**src/rtl/cpu_pkg.sv**
```systemverilog
// Shared types and constants for the parametrised lab-CPU control unit.
package cpu_pkg;

    typedef enum logic [1:0] {
        IDLE  = 2'd0,
        EXEC1 = 2'd1,
        EXEC2 = 2'd2,
        EXEC3 = 2'd3
    } state_t;

    localparam logic [1:0] OP_ALU = 2'b00;
    localparam logic [1:0] OP_MV  = 2'b01;
    localparam logic [1:0] OP_MVI = 2'b10;
    localparam logic [1:0] OP_RSV = 2'b11;

    localparam int OP_W     = 2;
    localparam int SEL_LSB  = 3;
    localparam int MODE_BIT = 2;

endpackage

```
**src/rtl/cpu_inst_decode.sv**
```systemverilog
// Combinational instruction field extraction; register fields are MSB-aligned.
module cpu_inst_decode
    import cpu_pkg::*;
#(
    parameter int INST_W    = 16,
    parameter int REG_COUNT = 8,
    parameter int SEL_W     = 4,
    localparam int REG_AW   = $clog2(REG_COUNT)
) (
    input  logic [INST_W-1:0]    ir,
    output logic [REG_AW-1:0]    rx,
    output logic [REG_AW-1:0]    ry,
    output logic [OP_W-1:0]      op,
    output logic [SEL_W-1:0]     sel,
    output logic                 mode,
    output logic [REG_COUNT-1:0] rx_onehot
);

    assign rx        = ir[INST_W-1 -: REG_AW];
    assign ry        = ir[INST_W-1-REG_AW -: REG_AW];
    assign op        = ir[INST_W-1-2*REG_AW -: OP_W];
    assign sel       = ir[SEL_LSB+SEL_W-1 : SEL_LSB];
    assign mode      = ir[MODE_BIT];
    assign rx_onehot = REG_COUNT'(1) << rx;

    // Gap bits between op and sel, and below mode, carry no meaning.
    logic unused_ir;
    assign unused_ir = ^ir;

endmodule

```
**src/rtl/cpu_ctrl_param.sv**
```systemverilog
// Multi-cycle controller: captures an instruction on run, sequences the datapath, counts retirements.
module cpu_ctrl_param
    import cpu_pkg::*;
#(
    parameter int INST_W    = 16,
    parameter int REG_COUNT = 8,
    parameter int SEL_W     = 4,
    parameter int CNT_W     = 16,
    localparam int REG_AW   = $clog2(REG_COUNT),
    localparam int MUX_W    = $clog2(REG_COUNT+2)
) (
    input  logic                 clk,
    input  logic                 reset_n,
    input  logic                 run,
    input  logic [INST_W-1:0]    d_inst,
    output logic [MUX_W-1:0]     mux_sel,
    output logic [REG_COUNT-1:0] en,
    output logic                 en_s,
    output logic                 en_c,
    output logic [SEL_W-1:0]     sel,
    output logic                 mode,
    output logic                 en_inst,
    output logic                 busy,
    output logic                 done,
    output logic                 illegal,
    output logic [CNT_W-1:0]     retired
);

    state_t               state;
    logic [INST_W-1:0]    ir;
    logic [REG_AW-1:0]    rx;
    logic [REG_AW-1:0]    ry;
    logic [OP_W-1:0]      op;
    logic [SEL_W-1:0]     ir_sel;
    logic                 ir_mode;
    logic [REG_COUNT-1:0] rx_onehot;

    cpu_inst_decode #(
        .INST_W    (INST_W),
        .REG_COUNT (REG_COUNT),
        .SEL_W     (SEL_W)
    ) u_decode (
        .ir        (ir),
        .rx        (rx),
        .ry        (ry),
        .op        (op),
        .sel       (ir_sel),
        .mode      (ir_mode),
        .rx_onehot (rx_onehot)
    );

    always_ff @(posedge clk or negedge reset_n) begin
        if (!reset_n) begin
            state   <= IDLE;
            ir      <= '0;
            retired <= '0;
        end else begin
            if (done)
                retired <= retired + CNT_W'(1);
            case (state)
                IDLE: begin
                    if (run) begin
                        ir    <= d_inst;
                        state <= EXEC1;
                    end
                end
                EXEC1:   state <= (op == OP_ALU) ? EXEC2 : IDLE;
                EXEC2:   state <= EXEC3;
                EXEC3:   state <= IDLE;
                default: state <= IDLE;
            endcase
        end
    end

    // en_inst is the only output that looks at run; gating with reset_n keeps it low during reset.
    assign en_inst = (state == IDLE) && run && reset_n;
    assign busy    = (state != IDLE);

    always_comb begin
        mux_sel = '0;
        en      = '0;
        en_s    = 1'b0;
        en_c    = 1'b0;
        sel     = '0;
        mode    = 1'b0;
        done    = 1'b0;
        illegal = 1'b0;
        case (state)
            EXEC1: begin
                case (op)
                    OP_ALU: begin
                        mux_sel = MUX_W'(rx);
                        en_s    = 1'b1;
                    end
                    OP_MV: begin
                        mux_sel = MUX_W'(ry);
                        en      = rx_onehot;
                        done    = 1'b1;
                    end
                    OP_MVI: begin
                        mux_sel = MUX_W'(REG_COUNT + 1);
                        en      = rx_onehot;
                        done    = 1'b1;
                    end
                    default: begin
                        done    = 1'b1;
                        illegal = 1'b1;
                    end
                endcase
            end
            EXEC2: begin
                mux_sel = MUX_W'(ry);
                sel     = ir_sel;
                mode    = ir_mode;
                en_c    = 1'b1;
            end
            EXEC3: begin
                mux_sel = MUX_W'(REG_COUNT);
                en      = rx_onehot;
                done    = 1'b1;
            end
            default: ;
        endcase
    end

endmodule
```
**config.mk**
```make
export PLATFORM = sky130hd
export DESIGN_NAME = cpu_ctrl_param
export DESIGN_NICKNAME = d
export VERILOG_FILES = /design/src/rtl/cpu_pkg.sv /design/src/rtl/cpu_inst_decode.sv /design/src/rtl/cpu_ctrl_param.sv
export SDC_FILE = /design/constraint.sdc
export NUM_CORES = 1
export LEC_CHECK = 0
export ABC_CLOCK_PERIOD_IN_PS = 1800
export BUFFER_PORTS_ARGS = -buffer_cell sky130_fd_sc_hd__buf_2
export CORE_ASPECT_RATIO = 0.7
export CORE_MARGIN = 5
export CORE_UTILIZATION = 51
export DETAILED_ROUTE_END_ITERATION = 10
export MAX_ROUTING_LAYER = met4
export PLACE_DENSITY = 0.85
export SETUP_SLACK_MARGIN = 0.15
export SKIP_CTS_REPAIR_TIMING = 1
export SYNTH_ARGS = -nofsm -noshare
export SYNTH_HDL_FRONTEND = slang
export SYNTH_HIERARCHICAL = 1
export SYNTH_SLANG_ARGS = --single-unit
```
**constraint.sdc**
```tcl
create_clock -name clk -period 1.8 [get_ports clk]
set_input_delay 0.18 -clock clk [delete_from_list [all_inputs] [get_ports clk]]
set_output_delay 0.18 -clock clk [all_outputs]
set_load 0.005 [all_outputs]
```
==> results.md <==
- Synth Instances: 158
- Max Cap Violations: 0
- Placed cells: 247
- Final period util: 0.9421
- CTS sink count: 31
- Fmax: 589.7 MHz
- CTS root buffer: clkbuf_8
- Layout Cells excl Fill: 262
- Final Hold Viols: 0
- CP cell instances: and2b_1, nor2b_4, a21o_1, a22o_1, buf_2
- DRC Markers: 0
- CTS Buf Count: 5
- Die height: 59.25 um
- Drt via density: 5.034
- Slew of the pin with the lowest slew margin: 380.0 ps
- CORE AREA: 3233 um2
- Worst skew pair latency: 280 ps
- P&R area growth vs syn: 27.05%
- Status: finished clean
- Setup Crit Path Kind: reg2out
- Syn Std Cell Area: 1767 um2
- Initial antenna violation count: 0
- Routed Antenna Nets: 0
- Peak VDD IR: 0.0007965 V
- Crit-path slowest cell: dfrtp_1
- Clock Tree Buf Depth: 2
- Setup crit start kind: flop
- Via count: 1319
- Crit-path max FO: 3
- Placement Cell Area: 2002 um2
- Finished Cell Area: 2245 um2
- Synth Net Count: 183
- Die W: 80.35 um
- Proportion of layout cells with a drive suffix above 1: 0.4744
- Required time of the critical path: 1620 ps
- Final net count: 240
- P per Cell Area: 1401 nW/um2
- Largest net degree at the start of global routing: 32
- WL final: 3621 um
- I/O Buffers: 54
- H-tree Lvls: 2
- IO Count: 58
- Max_slew headroom: 0.7466
- Final Setup Violations: 0
- Setup crit end kind: primary output
- Drt first pass iters: 4
- Leak: 1.189 nW
- Period minus WS final: 1696 ps
- Row count: 17
- Vias in the first global route: 1229
- RSZ-0062 raised after global routing: yes
- Worst Skew: 3.308 ps
- First-pass GRT wire length: 5796 um
- Critical Path AT: 1520 ps
- Die area: 4760 um2
- Syn_area_per_cell: 11.18 um2
- Hold WS: 111.0 ps
- Tot Pwr: 3.144 mW
- Clk slew on worst S/H paths: 60 ps
- Yosys warnings: 6
- Max-slew violations: 0
- GP Congestion: 0.7773
- N_diodes: 0
- GRT overflow: 0
- HP Class: in2reg
- CTS tree: done
- Drt first-iter violations: 35
- Detail Placement HPWL: 2654 um
- Initial core utilization: 0.5464
- CP peak stage delay: 400 ps
- DR WL/cell: 13.82 um
- GRT Total Usage: 0.1673
==> through the flow <==
step	utilization	TNS (ps)	setup WS, ps
final	0.6943	0	104.2
after global routing	0.6943	0	18.05
after CTS	0.6463	-156.2	-30.15
after detailed placement	0.6192	0	117.5
after global placement	0.6192	0	231.7
after floorplan	-	0	327.3
==> flip-flops by register name, indices dropped and copies added, names as in the netlist, named ones only <==
register and count:
ir 13, state 1, retired 16
==> where the power goes <==
| group | total (mW) | switching, mW | internal (mW) | leakage [nW] |
|---|---|---|---|---|
| registers | 1.18 | 0.246 | 0.929 | 0.391 |
| clock network | 0.543 | 0.244 | 0.299 | 0.0470 |
| logic | 1.43 | 0.627 | 0.798 | 0.750 |
==> per-layer routing <==
layer / wire length [um] / global-route usage / part of all wire
met5: 0 / - / 0
met4: 47 / 0.05783 / 0.013
met3: 256 / 0.06231 / 0.071
met2: 1681 / 0.2476 / 0.46
met1: 1635 / 0.2114 / 0.45
==> layout make-up <==
cell class,instances,area [um2]
sequential,31,777.0
fill,256,988.4
clock buffer,6,82.58
clock inverter,1,5.005
inverter,5,18.77
multi-input combinational,106,908.4
tap,47,58.81
timing repair buffer,66,394.1
==> worst max-delay path, delay by kind of cell (launching register included) <==
| kind | cells | cell delay [ps] |
|---|---|---|
| AO/OA/AOI/OAI | 2 | 400 |
| flip-flops | 1 | 400 |
| AND/OR/NAND/NOR | 2 | 310 |
| buffers and inverters | 1 | 130 |
==> placed cells by master, fill, tap and decap left out, types with 4 or more instances in the layout <==
cell       n
nor2_1     5
nand2_1   11
dfrtp_1   30
nor3_1     5
and2_1    10
buf_2     49
xnor2_1    5
and2_4     6
buf_6      5
mux2_1    11
xor2_1    10
ha_1       4
buf_4     11
clkbuf_8   6
==> worst paths after layout <==
check,to,depth (start not counted),slack (ps),startpoint
setup reg to reg,retired[14]$_DFFE_PN0P_,5,280,retired[0]$_DFFE_PN0P_
setup / recovery,mux_sel[0],5,100,state[0]$_DFFE_PN0P_
hold reg to reg,ir[5]$_DFFE_PN0P_,1,480,ir[5]$_DFFE_PN0P_
hold / removal,ir[5]$_DFFE_PN0P_,2,110,d_inst[5]
min in group asynchronous,ir[12]$_DFFE_PN0P_,3,470,reset_n
max in group asynchronous,ir[9]$_DFFE_PN0P_,3,1020,reset_n
(Power assumes the default switching activity.)
